$ cat src/rtl/decode_pkg.sv
// rtl/decode_pkg.sv - shared opcodes, format enum and decoded bundle type for the decode stage
package decode_pkg;

    // Bundle storage is sized for the widest datapath; narrower builds use the low bits.
    localparam int XLEN_MAX = 64;

    localparam logic [6:0] OP_OP       = 7'b0110011;
    localparam logic [6:0] OP_IMM      = 7'b0010011;
    localparam logic [6:0] OP_LOAD     = 7'b0000011;
    localparam logic [6:0] OP_JALR     = 7'b1100111;
    localparam logic [6:0] OP_SYSTEM   = 7'b1110011;
    localparam logic [6:0] OP_MISC_MEM = 7'b0001111;
    localparam logic [6:0] OP_STORE    = 7'b0100011;
    localparam logic [6:0] OP_BRANCH   = 7'b1100011;
    localparam logic [6:0] OP_LUI      = 7'b0110111;
    localparam logic [6:0] OP_AUIPC    = 7'b0010111;
    localparam logic [6:0] OP_JAL      = 7'b1101111;
    localparam logic [6:0] OP_IMM_32   = 7'b0011011;
    localparam logic [6:0] OP_OP_32    = 7'b0111011;

    typedef enum logic [2:0] {
        FMT_R = 3'd0,
        FMT_I = 3'd1,
        FMT_S = 3'd2,
        FMT_B = 3'd3,
        FMT_U = 3'd4,
        FMT_J = 3'd5
    } fmt_e;

    typedef struct packed {
        logic [XLEN_MAX-1:0] pc;
        logic [6:0]          opcode;
        logic [4:0]          rd;
        logic [2:0]          f3;
        logic [4:0]          rs1;
        logic [4:0]          rs2;
        logic [6:0]          f7;
        logic [XLEN_MAX-1:0] imm;
        fmt_e                fmt;
        logic                illegal;
    } decoded_t;

endpackage

$ cat src/rtl/decode_imm_gen.sv
// rtl/decode_imm_gen.sv - combinational format classification and immediate generation
module decode_imm_gen
    import decode_pkg::*;
#(
    parameter int XLEN = 32
) (
    input  logic [31:0]     instr,
    output logic [XLEN-1:0] imm,
    output fmt_e            fmt,
    output logic            illegal
);

    // Classify the opcode; anything unlisted (or a compressed encoding) is illegal and forced to R.
    always_comb begin
        fmt     = FMT_R;
        illegal = 1'b0;
        case (instr[6:0])
            OP_OP:                                              fmt = FMT_R;
            OP_IMM, OP_LOAD, OP_JALR, OP_SYSTEM, OP_MISC_MEM:   fmt = FMT_I;
            OP_STORE:                                           fmt = FMT_S;
            OP_BRANCH:                                          fmt = FMT_B;
            OP_LUI, OP_AUIPC:                                   fmt = FMT_U;
            OP_JAL:                                             fmt = FMT_J;
            OP_IMM_32: begin
                if (XLEN == 64) fmt = FMT_I;
                else            illegal = 1'b1;
            end
            OP_OP_32: begin
                if (XLEN == 64) fmt = FMT_R;
                else            illegal = 1'b1;
            end
            default:                                            illegal = 1'b1;
        endcase
        if (instr[1:0] != 2'b11) illegal = 1'b1;
        if (illegal) fmt = FMT_R;
    end

    // Assemble the immediate per format; signed casts sign-extend from instr[31] to XLEN.
    always_comb begin
        imm = '0;
        case (fmt)
            FMT_I:   imm = XLEN'($signed(instr[31:20]));
            FMT_S:   imm = XLEN'($signed({instr[31:25], instr[11:7]}));
            FMT_B:   imm = XLEN'($signed({instr[31], instr[7], instr[30:25], instr[11:8], 1'b0}));
            FMT_U:   imm = XLEN'($signed({instr[31:12], 12'b0}));
            FMT_J:   imm = XLEN'($signed({instr[31], instr[19:12], instr[20], instr[30:21], 1'b0}));
            default: imm = '0;
        endcase
    end

endmodule

$ cat src/rtl/decode_stage.sv
// rtl/decode_stage.sv - registered RV32/RV64 decode stage with optional two-entry skid buffer
module decode_stage
    import decode_pkg::*;
#(
    parameter int XLEN    = 32,
    parameter bit SKID_EN = 1,
    parameter int CNT_W   = 16
) (
    input  logic             clk,
    input  logic             rst,
    input  logic             flush,
    input  logic             in_valid,
    output logic             in_ready,
    input  logic [31:0]      in_instr,
    input  logic [XLEN-1:0]  in_pc,
    output logic             out_valid,
    input  logic             out_ready,
    output logic [XLEN-1:0]  out_pc,
    output logic [6:0]       out_opcode,
    output logic [4:0]       out_rd,
    output logic [2:0]       out_f3,
    output logic [4:0]       out_rs1,
    output logic [4:0]       out_rs2,
    output logic [6:0]       out_f7,
    output logic [XLEN-1:0]  out_imm,
    output logic [2:0]       out_fmt,
    output logic             out_illegal,
    output logic [CNT_W-1:0] dec_count
);

    localparam logic [1:0] ST_EMPTY = 2'd0;
    localparam logic [1:0] ST_ONE   = 2'd1;
    localparam logic [1:0] ST_FULL  = 2'd2;

    logic [1:0]       state;
    logic [1:0]       state_d;
    logic             ready_q;
    logic             load_main;
    logic             load_skid;
    logic             main_from_skid;
    logic             in_xfer;
    logic             out_xfer;
    logic [CNT_W-1:0] count_q;
    decoded_t         main_q;
    decoded_t         skid_q;
    decoded_t         dec_in;
    logic [XLEN-1:0]  imm_w;
    fmt_e             fmt_w;
    logic             illegal_w;

    decode_imm_gen #(.XLEN(XLEN)) u_imm_gen (
        .instr   (in_instr),
        .imm     (imm_w),
        .fmt     (fmt_w),
        .illegal (illegal_w)
    );

    // Build the bundle for the incoming instruction; pc zero-extends, imm sign-extends into storage.
    always_comb begin
        dec_in         = '0;
        dec_in.pc      = XLEN_MAX'(in_pc);
        dec_in.opcode  = in_instr[6:0];
        dec_in.rd      = in_instr[11:7];
        dec_in.f3      = in_instr[14:12];
        dec_in.rs1     = in_instr[19:15];
        dec_in.rs2     = in_instr[24:20];
        dec_in.f7      = in_instr[31:25];
        dec_in.imm     = XLEN_MAX'($signed(imm_w));
        dec_in.fmt     = fmt_w;
        dec_in.illegal = illegal_w;
    end

    assign out_valid = (state != ST_EMPTY);
    assign in_ready  = SKID_EN ? ready_q : (!out_valid || out_ready);
    assign in_xfer   = in_valid && in_ready;
    assign out_xfer  = out_valid && out_ready;

    // Occupancy transitions; without the skid the ONE->FULL path is unreachable since in_ready needs out_ready.
    always_comb begin
        state_d        = state;
        load_main      = 1'b0;
        load_skid      = 1'b0;
        main_from_skid = 1'b0;
        case (state)
            ST_EMPTY: begin
                if (in_xfer) begin
                    state_d   = ST_ONE;
                    load_main = 1'b1;
                end
            end
            ST_ONE: begin
                if (in_xfer && out_xfer) begin
                    load_main = 1'b1;
                end else if (in_xfer) begin
                    state_d   = ST_FULL;
                    load_skid = 1'b1;
                end else if (out_xfer) begin
                    state_d = ST_EMPTY;
                end
            end
            ST_FULL: begin
                if (out_xfer) begin
                    state_d        = ST_ONE;
                    main_from_skid = 1'b1;
                end
            end
            default: state_d = ST_EMPTY;
        endcase
        if (flush) state_d = ST_EMPTY;
    end

    // State, registered in_ready and the main/skid bundle registers.
    always_ff @(posedge clk or posedge rst) begin
        if (rst) begin
            state   <= ST_EMPTY;
            ready_q <= 1'b1;
            main_q  <= '0;
            skid_q  <= '0;
        end else begin
            state   <= state_d;
            ready_q <= (state_d != ST_FULL);
            if (load_main)           main_q <= dec_in;
            else if (main_from_skid) main_q <= skid_q;
            if (load_skid)           skid_q <= dec_in;
        end
    end

    // Count legal bundles consumed downstream, including one consumed in a flush cycle; wraps naturally.
    always_ff @(posedge clk or posedge rst) begin
        if (rst) begin
            count_q <= '0;
        end else if (out_xfer && !main_q.illegal) begin
            count_q <= count_q + 1'b1;
        end
    end

    assign out_pc      = main_q.pc[XLEN-1:0];
    assign out_opcode  = main_q.opcode;
    assign out_rd      = main_q.rd;
    assign out_f3      = main_q.f3;
    assign out_rs1     = main_q.rs1;
    assign out_rs2     = main_q.rs2;
    assign out_f7      = main_q.f7;
    assign out_imm     = main_q.imm[XLEN-1:0];
    assign out_fmt     = main_q.fmt;
    assign out_illegal = main_q.illegal;
    assign dec_count   = count_q;

    if (XLEN < XLEN_MAX) begin : g_narrow
        logic unused_hi;
        assign unused_hi = ^{main_q.pc[XLEN_MAX-1:XLEN], main_q.imm[XLEN_MAX-1:XLEN]};
    end

endmodule

$ cat config.mk
export PLATFORM = sky130hd
export DESIGN_NAME = decode_stage
export DESIGN_NICKNAME = d
export VERILOG_FILES = /design/src/rtl/decode_pkg.sv /design/src/rtl/decode_imm_gen.sv /design/src/rtl/decode_stage.sv
export SDC_FILE = /design/constraint.sdc
export NUM_CORES = 1
export LEC_CHECK = 0
export ABC_AREA = 1
export CORE_ASPECT_RATIO = 1.25
export CORE_MARGIN = 2
export CORE_UTILIZATION = 45
export DETAILED_ROUTE_END_ITERATION = 10
export PLACE_DENSITY = 0.73
export SLEW_MARGIN = 40
export SYNTH_ARGS = -nofsm -noshare
export SYNTH_HDL_FRONTEND = slang
export SYNTH_SLANG_ARGS = --single-unit
$ cat constraint.sdc
create_clock -name clk -period 6.65 [get_ports clk]
set_input_delay 0.9975 -clock clk [delete_from_list [all_inputs] [get_ports clk]]
set_output_delay 0.9975 -clock clk [all_outputs]
set_load 0.01 [all_outputs]
Word level (Yosys, flattened, before mapping)
Cells that the tools add are included.
{ "totals": {"ff_bits": 219, "output_inout_bits": 118, "word_cells": 76} }
{ "op_classes": {"addsub": 1, "n_eq_ne": 20, "mux": 21, "n_reduce_logical": 11} }
{ "op_table": {"columns": ["op", "n"], "rows": [
  ["$mux 132", 2],
  ["$pmux 32 s5", 1],
  ["$eq 7x7->1 const B", 4],
  ["$eq 7x6->1 const B", 3],
  ["$add 16x1->16 const B", 1],
  ["$pmux 3 s5", 1],
  ["$eq 7x5->1 const B", 2],
  ["$mux 2", 6],
  ["$reduce_or 11->1", 1],
  ["$mux 1", 8],
  ["$eq 7x2->1 const B", 1],
  ["$eq 7x4->1 const B", 1],
  ["$eq 3x2->1 const B", 2],
  ["$eq 3x3->1 const B", 2],
  ["$pmux 2 s3", 1],
  ["$reduce_or 5->1", 1],
  ["$logic_and 1x1->1", 4],
  ["$ne 2x2->1 const B", 2],
  ["$reduce_bool 2->1", 2],
  ["$eq 3x1->1 const B", 1],
  ["$mux 3", 1],
  ["$eq 2x1->1 const B", 1],
  ["$eq 2x2->1 const B", 1],
  ["$logic_not 2->1", 1],
  ["other kinds (3)", 3]
]} }

Logic depth before layout (Yosys ltp)
Gate-level depths: netlist of run 1.
{ "logic_depth": {"word_depth": 8, "depth_mapped": 12, "mapped_depth_nobuf": 11} }

By module
From an unflattened synthesis of run 1, not the netlist that was laid out.
{ "unflattened": {"hier_cells": 1257, "area_unflattened_um2": 10143.5} }
{ "by_module_without_submodules": {"columns": ["module", "instances", "cells_each", "area_per_inst_um2", "seq_area_each_um2"], "rows": [
  ["decode_stage", 1, 1077, 9236.4, 5481.5],
  ["decode_imm_gen", 1, 180, 907.1, 0.0]
]} }

Least setup slack after synthesis of run 1
OpenSTA, ideal clock, no wires.
{ "synth_path": {"path_kind": "input-to-reg", "startpoint": "in in_valid", "endpoint": "reg main_q (netlist bit out_f7[2])", "arrival_ns": 1.860, "required_time_ns": 6.515, "slack_ns": 4.655, "path_stages": 9, "n_path_buf": 2, "path_cell_list": "nand2_1 nor2_1 nand2_2 nand2_1 inv_2 buf_6 buf_6 nand2_1 o211ai_1"} }
{ "synth_between": {"elab_chain_cells": 5} }
{ "synth_lines": {"columns": ["item", "line", "rtl"], "rows": [
  ["start: declaration", "decode_stage.sv:12", "input logic in_valid,"],
  ["$logic_and 1x1->1 (*)", "decode_stage.sv:75", "assign in_xfer = in_valid && in_ready;"],
  ["$logic_and 1x1->1", "decode_stage.sv:92", "if (in_xfer && out_xfer) begin"],
  ["$mux 1", "decode_stage.sv:92", null],
  ["$pmux 1 s2 (*)", "decode_stage.sv:84", "case (state)"],
  ["$mux 132 / $reduce_bool 2->1 (equally long branches)", null, null],
  ["end signal: assignment", "decode_stage.sv:122", "if (load_main) main_q <= dec_in;"],
  ["end signal: assignment", "decode_stage.sv:123", "else if (main_from_skid) main_q <= skid_q;"],
  ["end: declaration", "decode_stage.sv:44", "decoded_t main_q;"]
]} }
Every way passes the cells marked *; elsewhere a longest branch is shown, timed or not.
A chain may end at the register's enable or synchronous reset.

Worst setup path in the final report of run 1
{ "layout_path": {"startpoint": "in out_ready", "endpoint": "reg main_q (netlist bit out_rs1[4])"} }
{ "layout_between": {"elab_chain_cells": 5} }
{ "layout_lines": {"columns": ["item", "line", "rtl"], "rows": [
  ["start: declaration", "decode_stage.sv:17", "input logic out_ready,"],
  ["$logic_and 1x1->1 (*)", "decode_stage.sv:76", "assign out_xfer = out_valid && out_ready;"],
  ["$logic_and 1x1->1", "decode_stage.sv:92", null],
  ["$mux 1", "decode_stage.sv:92", null],
  ["$pmux 1 s2", "decode_stage.sv:84", null],
  ["$mux 132 / $reduce_bool 2->1 (equally long branches)", null, null]
]} }
Marked as above.

==> results of run 1 <==
-- power breakdown --
| part | total [mW] | switching (mW) | internal, mW |
|---|---|---|---|
| registers | 1.77 | 0.162 | 1.60 |
| logic | 0.866 | 0.440 | 0.426 |
| clock network | 1.28 | 0.510 | 0.765 |
| total | 3.91 | 1.11 | 2.80 |
-- layer usage --
layer  track usage  up-vias  routed length (um)
li1              -     4411                   -
met1        0.2974     4224               11870
met2        0.3875      262               13200
met3       0.02492       38                1416
met4       0.05387        0                 581
met5             0        -                   0
-- sequential cells by signal, indices dropped and copies added (netlist names) --
signal / flops
dec_count: 16
in_ready: 1
out_f3: 3
out_f7: 7
out_fmt: 3
out_illegal: 1
out_imm: 32
out_opcode: 7
out_pc: 32
out_rd: 5
out_rs1: 5
out_rs2: 5
skid_q: 100
state: 2
-- worst min-delay path, delay by kind of cell, from the launching register on --
family / cells / cell delay, ns
flip-flops: 1 / 0.34
AND/OR/NAND/NOR: 2 / 0.10
-- worst paths after layout --
kind                                             start                      to  slack [ns]  cells past startpoint
worst min-delay path            skid_q[14]$_DFFE_PP0P_  skid_q[14]$_DFFE_PP0P_        0.48                      2
worst min register to register  skid_q[14]$_DFFE_PP0P_  skid_q[14]$_DFFE_PP0P_        0.48                      2
worst max register to register      state[0]$_DFF_PP0_  out_rs1[4]$_DFFE_PP0P_        3.70                     10
min in group asynchronous                          rst  out_pc[11]$_DFFE_PP0P_        0.84                      2
worst max-delay path                         out_ready  out_rs1[4]$_DFFE_PP0P_        3.35                      9
max in group asynchronous                          rst      in_ready$_DFF_PP1_        4.57                      4
-- synthesized netlist by cell type (all sizes together), types with 2 or more instances --
| library cell | count | area, um^2 |
|---|---|---|
| buf | 47 | 285.3 |
| inv | 129 | 484.2 |
| nand3 | 106 | 540.5 |
| o211ai | 62 | 465.5 |
| nand4 | 2 | 12.51 |
| nor2 | 63 | 246.5 |
| nor3 | 7 | 40.04 |
| dfrtp | 218 | 5455 |
| nand2 | 551 | 2078 |
| nand3b | 4 | 30.03 |
| xnor2 | 3 | 26.28 |
| a21oi | 4 | 20.02 |
| clkbuf | 23 | 86.33 |
| o21ai | 77 | 385.4 |
| xor2 | 7 | 61.31 |
-- kinds of logic after synthesis --
group | Yosys count | share of synthesized area
AO/OA/AOI/OAI | 144 | 0.08549
XOR/XNOR | 10 | 0.008525
adder cells (fa/ha/maj) | 1 | 0.001218
buffers and inverters | 200 | 0.08366
flip-flops | 219 | 0.5335
AND/OR/NAND/NOR | 734 | 0.2876
-- placed cells by master, fill, tap and decap left out, drive strengths merged --
cell type      Yosys  layout
ha                 1       1
nor2              63      63
xnor2              3       3
nand4              2       2
clkbuf            23      33
o21ai             77      77
dfrtp            218     218
bufinv             0       2
dfstp              1       1
nand2            551     551
clkdlybuf4s50      0     186
clkinv             1       5
nor3               7       7
nand3b             4       4
o211ai            62      62
a22oi              1       1
xor2               7       7
inv              129     127
a21oi              4       4
nand3            106     106
nor3b              1       1
clkinvlp           0       2
buf               47      14
-- through the flow --
step                      power, mW  utilization
after floorplan               2.205            -
after global placement        2.624       0.5472
after detailed placement      2.660       0.5508
after CTS                     3.941       0.5842
after global routing          4.114       0.5842
final                         3.907       0.5842
-- cell type report --
| cell class | count | area [um^2] | share of cell area |
|---|---|---|---|
| clock buffer | 33 | 663.1 | 0.05076 |
| clock inverter | 6 | 82.58 | 0.006321 |
| inverter | 130 | 498.0 | 0.03812 |
| multi-input combinational | 889 | 3960 | 0.3031 |
| sequential | 219 | 5482 | 0.4196 |
| tap | 283 | 354.1 | 0.02710 |
| timing repair buffer | 200 | 2024 | 0.1550 |
==> run summary, run 1 <==
yosys warns: 0
Nets: 1532
TritonCTS clock tree: built
pre-CTS WS: 2.802 ns
setup-violating endpoint count in the final report: 0
crit path DAT: 3.69 ns
status: completed
Area after DPL: 12320 um^2
Post-synth EDFFs: 0
WS Path Type: in2reg
Die Y: 172.9 um
Vias: 8935
Ports: 187
Starting Density: 0.4595
Critical Path Fanout Max: 88
initial DRC count: 627
post-route setup slack: 3.348 ns
async set-reset flop share out of synthesis: 1.000
vias in the first global route: 8595
first-pass GRT wire length: 44400 um
Mapped Avg Cell Area: 7.855 um^2
Worst setup EP type: flop
Post-DP HPWL: 17890 um
CTS buffer count: 22
WHS: 0.4800 ns
worst relative slew slack: 0.5080
CP Cell Sequence: clkdlybuf4s50_1 > nand2_1 > nand2_1 > nand2_8 > nand2_1 > inv_2 > buf_4 > nand2_1 > o211ai_1
fraction of layout cells with a size suffix above 1: 0.04469
Tot GR Track Use: 0.2219
# rows: 61
Yosys cell types: 29
Worst Skew: 0.01008 ns
CP max stage delay: 0.58 ns
crit path buf inv count: 3
cts repair resizes: 0
hold crit path type: reg2reg
# hold bufs at CTS: 0
total setup buffers inserted after CTS: 0
Max Slew Vio Count: 0
Worst VDD drop: 0.0001696 V
max cap viols: 0
fin area: 13060 um^2
clock slew at reported path FFs: 0.07 ns
Pleak: 6.605 nW
Final TNS setup: 0 ns
fillers: 2025
Core ar.: 22360 um^2
pin count of the biggest net entering global routing: 99
DIE AREA: 24070 um^2
Detail Route Antenna Nets: 0
fin crit period: 3.302 ns
delay-heaviest family, CP: buffers and inverters
data required time of the worst path: 7.04 ns
sequential area share after synthesis: 0.5335
Port Buffers: 186
Final Hold Viols: 0
syn_nets: 1378
actual slew at the worst max-slew pin: 0.7354 ns
Die Width: 139.2 um
Yosys reg bits: 219
initial antenna violation count: 0
Max Root-Sink Buffers: 3
Total Wirelength: 27060 um
Synth Flop Type: dfrtp_1
H-tree Lvls: 1
achievable frequency: 0.3029 GHz
Mapped Cells: 1308
final non-filler cell total: 1760
CTS Root Cell: clkbuf_16
RSZ-0062 raised after global routing: no
Critical-path top delay cell: buf_4
Layout area overhead: 27.14%
crit share post-route: 0.4965
PwrDens: 299.1 nW/um^2
Sink Count: 219
latest clock arrival within the worst-skew pair: 0.50 ns
wire per inst: 15.38 um
Routability Congestion: 0.8066
Vias/cell: 5.077
Placed Cells: 1721
grt total ovfl: 0
CP dominant cell by count: nand2_1
crit path launch type: input port
DR pass1 iterations: 5
Ant. Diodes: 0
# DRC: 0
Synth Cell Area: 10270 um^2
Note: power is estimated with default switching activity, not from simulation.
==> inputs of run 2 (changes only) <==
PLACE_DENSITY = 0.7   (was 0.73)
clock period = 3.35 ns   (was 6.65 ns; I/O delays follow)
==> run 2 against run 1 <==
Effect of this change: clock power is 87% higher; clock skew is 0.0025 ns lower; utilization is 0.067 points lower; critical path type unchanged; critical endpoint is now skid_q[35]$_DFFE_PP0P_.
==> run summary, run 2 (same netlist as run 1, synthesis figures left out) <==
fillers: 2019
Critical Path Fanout Max: 42
commonest non-fill, non-tap cell in the layout: nand2_1
DIE AREA: 24070 um^2
Worst VDD drop: 0.0004119 V
PwrDens: 585.3 nW/um^2
RSZ-0062 raised after global routing: no
Final Hold Viols: 0
crit path launch type: input port
# hold bufs at CTS: 0
fraction of layout cells with a size suffix above 1: 0.04392
grt total ovfl: 0
Top reg by flops: skid_q
# DRC: 0
Max Root-Sink Buffers: 3
CP dominant cell by count: nand2_1
WS Path Type: in2reg
actual slew at the worst max-slew pin: 0.8072 ns
hold crit path type: in2async
Sink Count: 219
setup slack, reg-to-reg: 1.03 ns
initial DRC count: 703
Pleak: 6.598 nW
vias in the first global route: 8733
max cap viols: 0
TritonCTS clock tree: built
Worst setup EP type: flop
first-pass GRT wire length: 45480 um
Tot GR Track Use: 0.2293
# rows: 61
Die Width: 139.2 um
worst relative slew slack: 0.4619
Port Buffers: 186
Reg2Reg Depth: 10
data required time of the worst path: 3.76 ns
start of the worst register-to-register path: state[0]$_DFF_PP0_
max FFs per register: 100
Reg area: 5482 um^2
setup-violating endpoint count in the final report: 0
Detail Route Antenna Nets: 0
pin count of the biggest net entering global routing: 80
fin area: 13050 um^2
crit path DAT: 2.78 ns
Die Y: 172.9 um
status: completed
Layout area overhead: 27.00%
Nets: 1539
wire per inst: 15.78 um
CP Cell Sequence: clkdlybuf4s50_1 > inv_2 > nand2_1 > nor2_4 > nand2_1 > nand3_2 > nand2_2 > nand2_1 > nand2_1 > nand2_1
area of the multi-input gates: 3951 um^2
CTS buffer count: 23
Ports: 187
commonest non-fill, non-tap cells in the layout: 547 x nand2_1, 218 x dfrtp_1, 186 x clkdlybuf4s50_1
DR pass1 iterations: 8
Worst R2R End: out_f3[0]$_DFFE_PP0P_
Final TNS setup: 0 ns
Core ar.: 22360 um^2
Area after DPL: 12370 um^2
Ant. Diodes: 0
achievable frequency: 0.4219 GHz
Routability Congestion: 0.8170
Vias: 9096
Critical-path top delay cell: nand2_2
Max Slew Vio Count: 0
initial antenna violation count: 0
CP max stage delay: 0.69 ns
crit share post-route: 0.7075
clock slew at reported path FFs: 0.06 ns
Starting Density: 0.4595
Post-DP HPWL: 18170 um
Worst Skew: 0.007606 ns
latest clock arrival within the worst-skew pair: 0.51 ns
CTS Root Cell: clkbuf_16
total setup buffers inserted after CTS: 0
cts repair resizes: 0
H-tree Lvls: 1
Total Wirelength: 27830 um
Vias/cell: 5.159
fin crit period: 2.370 ns
## run 2: worst max path at each step
stage | startpoint | end | slack, ns
finish | in_instr[4] | skid_q[35]$_DFFE_PP0P_ | 0.98
global route | in_instr[4] | out_imm[25]$_DFFE_PP0P_ | 0.76
CTS | in_instr[4] | out_imm[11]$_DFFE_PP0P_ | 1.01
detailed placement | in_instr[4] | out_imm[11]$_DFFE_PP0P_ | 0.48
global placement | in_instr[6] | out_imm[11]$_DFFE_PP0P_ | 0.59
floorplan | rst | dec_count[0]$_DFFE_PP0P_ | -0.006
## run 2: layout make-up
| type | instances | area share |
|---|---|---|
| repair buffers | 206 | 0.1599 |
| multi-input cells | 889 | 0.3028 |
| flip-flops and latches | 219 | 0.4201 |
| inverters | 130 | 0.03778 |
| well taps | 283 | 0.02714 |
| clock inverters | 2 | 0.002685 |
| clock buffers | 34 | 0.04957 |
## run 2: through the flow
stage,cells,total power [mW],worst slack [ns],hold slack (ns),util
finish,1763,7.637,0.9798,0.4495,0.5835
global route,1763,8.049,0.7555,0.4928,0.5835
CTS,1763,7.705,1.006,0.4688,0.5835
detailed placement,1727,5.284,0.4766,0.4653,0.5530
global placement,1727,5.237,0.5854,0.4615,0.5530
floorplan,1308,4.376,-0.005776,0.4492,-
## run 2: report_power, final
part           switching [mW]  internal [mW]
clock                    1.01           1.40
combinational           0.872          0.850
sequential              0.325           3.19
total                    2.21           5.43
## run 2: per-layer routing
layer / track usage / part of all wire
met4: 0.07702 / 0.031
met1: 0.3176 / 0.43
met5: 0 / 0
met2: 0.3764 / 0.47
met3: 0.02852 / 0.064
## run 2: worst max-delay path, delay by kind of cell
| kind | cells | cell delay [ns] |
|---|---|---|
| buffers and inverters | 2 | 0.61 |
| AND/OR/NAND/NOR | 8 | 1.64 |
==> inputs of run 3 (changes only) <==
PLACE_DENSITY = 0.73   (was 0.7)
clock period = 2.15 ns   (was 3.35 ns; I/O delays follow)
==> run 3 against run 2 <==
Effect of this change: combinational power is 62% higher; non-clock buffer count is 24 higher; critical endpoint is now out_valid; largest cell class unchanged; clock power is 86% higher; sequential power is 56% higher; final cell count is 1.8% higher; register-to-register slack worse by 0.68 ns; highest routed layer unchanged; worst hold slack worse by 0.35 ns; global-route usage is 0.31 points higher; clock skew is 0.0018 ns higher; power is 66% higher; sequential share of layout area is 1.5 points lower.
==> run summary, run 3 (same netlist as run 1, synthesis figures left out) <==
Comb pwr share: 0.218
Reg power frac: 0.430
Total Wirelength: 28050 um
total setup buffers inserted after CTS: 0
wire per inst: 15.64 um
clock slew at reported path FFs: 0.06 ns
WS Path Type: reg2out
# DRC: 0
Worst VDD drop: 0.0007521 V
Critical Path Fanout Max: 4
Final TNS setup: 0 ns
Vias/cell: 5.132
# hold bufs at CTS: 0
commonest non-fill, non-tap cell in the layout: nand2_1
Pleak: 6.834 nW
switch share: 0.2839
Placed Cells: 1751
achievable frequency: 0.4856 GHz
status: completed
Starting Density: 0.4595
data required time of the worst path: 1.83 ns
Final Hold Viols: 0
first-pass GRT wire length: 46300 um
Post-DP HPWL: 18890 um
Die Width: 139.2 um
hold crit path type: in2async
setup-violating endpoint count in the final report: 0
CTS buffer count: 23
delay-heaviest family, CP: buffers and inverters
CP Cell Sequence: inv_1 > nand2_2 > clkdlybuf4s50_1
worst relative slew slack: 0.6190
Routability Congestion: 0.8483
Detail Route Antenna Nets: 0
max FFs per register: 100
Layout area overhead: 31.59%
final non-filler cell total: 1794
pre-CTS WS: -0.09980 ns
DIE AREA: 24070 um^2
Core ar.: 22360 um^2
Max Slew Vio Count: 0
fin crit period: 2.059 ns
Cell Int Power: 9.104 mW
latest clock arrival within the worst-skew pair: 0.51 ns
DR pass1 iterations: 5
net switching power: 3.610 mW
cts repair resizes: 0
Worst Skew: 0.009454 ns
Worst setup EP type: output port
Critical-path top delay cell: clkdlybuf4s50_1
CTS Root Cell: clkbuf_16
crit path DAT: 1.74 ns
vias in the first global route: 8898
grt total ovfl: 0
H-tree Lvls: 1
# rows: 61
total power: 12.71 mW
fraction of layout cells with a size suffix above 1: 0.06755
actual slew at the worst max-slew pin: 0.5709 ns
WHS: 0.1009 ns
initial antenna violation count: 1
crit path buf inv count: 2
TritonCTS clock tree: built
Clk pwr share: 0.352
Top reg by flops: skid_q
CP max stage delay: 0.55 ns
commonest non-fill, non-tap cells in the layout: 547 x nand2_1, 218 x dfrtp_1, 186 x clkdlybuf4s50_1
Sink Count: 219
Port Buffers: 186
Nets: 1563
Tot GR Track Use: 0.2324
crit path launch type: flop
initial DRC count: 644
Die Y: 172.9 um
max cap viols: 0
Vias: 9207
RSZ-0062 raised after global routing: no
PwrDens: 940.4 nW/um^2
setup slack, reg-to-reg: 0.35 ns
crit share post-route: 0.9578
pin count of the biggest net entering global routing: 66
Ports: 187
Max Root-Sink Buffers: 3
post-route setup slack: 0.09080 ns
run 3: through the flow:
step                utilization  area, um^2
floorplan                     -       10280
global placement         0.5661       12660
detailed placement       0.5661       12660
CTS                      0.6045       13520
global route             0.6046       13520
finish                   0.6046       13520
run 3: worst paths after layout:
kind / start / to / cells past startpoint
min in group clk: in_pc[4] / skid_q[104]$_DFFE_PP0P_ / 3
setup reg to reg: state[0]$_DFF_PP0_ / out_imm[2]$_DFFE_PP0P_ / 12
max in group asynchronous: rst / out_rs2[4]$_DFFE_PP0P_ / 4
hold / removal: rst / out_pc[10]$_DFFE_PP0P_ / 2
setup / recovery: state[0]$_DFF_PP0_ / out_valid / 3
hold reg to reg: skid_q[16]$_DFFE_PP0P_ / skid_q[16]$_DFFE_PP0P_ / 2
run 3: layout make-up:
class                           count  area (um^2)
Antenna cell                        1        2.502
Clock buffer                       26        606.8
Clock inverter                     16        251.5
Fill cell                        1919         8842
Inverter                          130        493.0
Multi-Input combinational cell    889         3951
Sequential cell                   219         5482
Tap cell                          283        354.1
Timing Repair Buffer              230         2380
run 3: layer usage:
metal  up-vias  wire, um  track usage
met2       331     13430       0.3879
met4         0       899      0.07618
met5         -         0            0
met1      4331     11940       0.3144
li1       4485         -            -
met3        60      1776      0.03268
run 3: power by group through the flow:
stage	clock, mW	combinational [mW]	sequential [mW]
finish	4.47	2.78	5.47
global route	4.72	3.07	5.58
CTS	4.53	2.81	5.47
detailed placement	0	2.79	5.53
global placement	0	2.72	5.50
floorplan	0	1.19	5.63
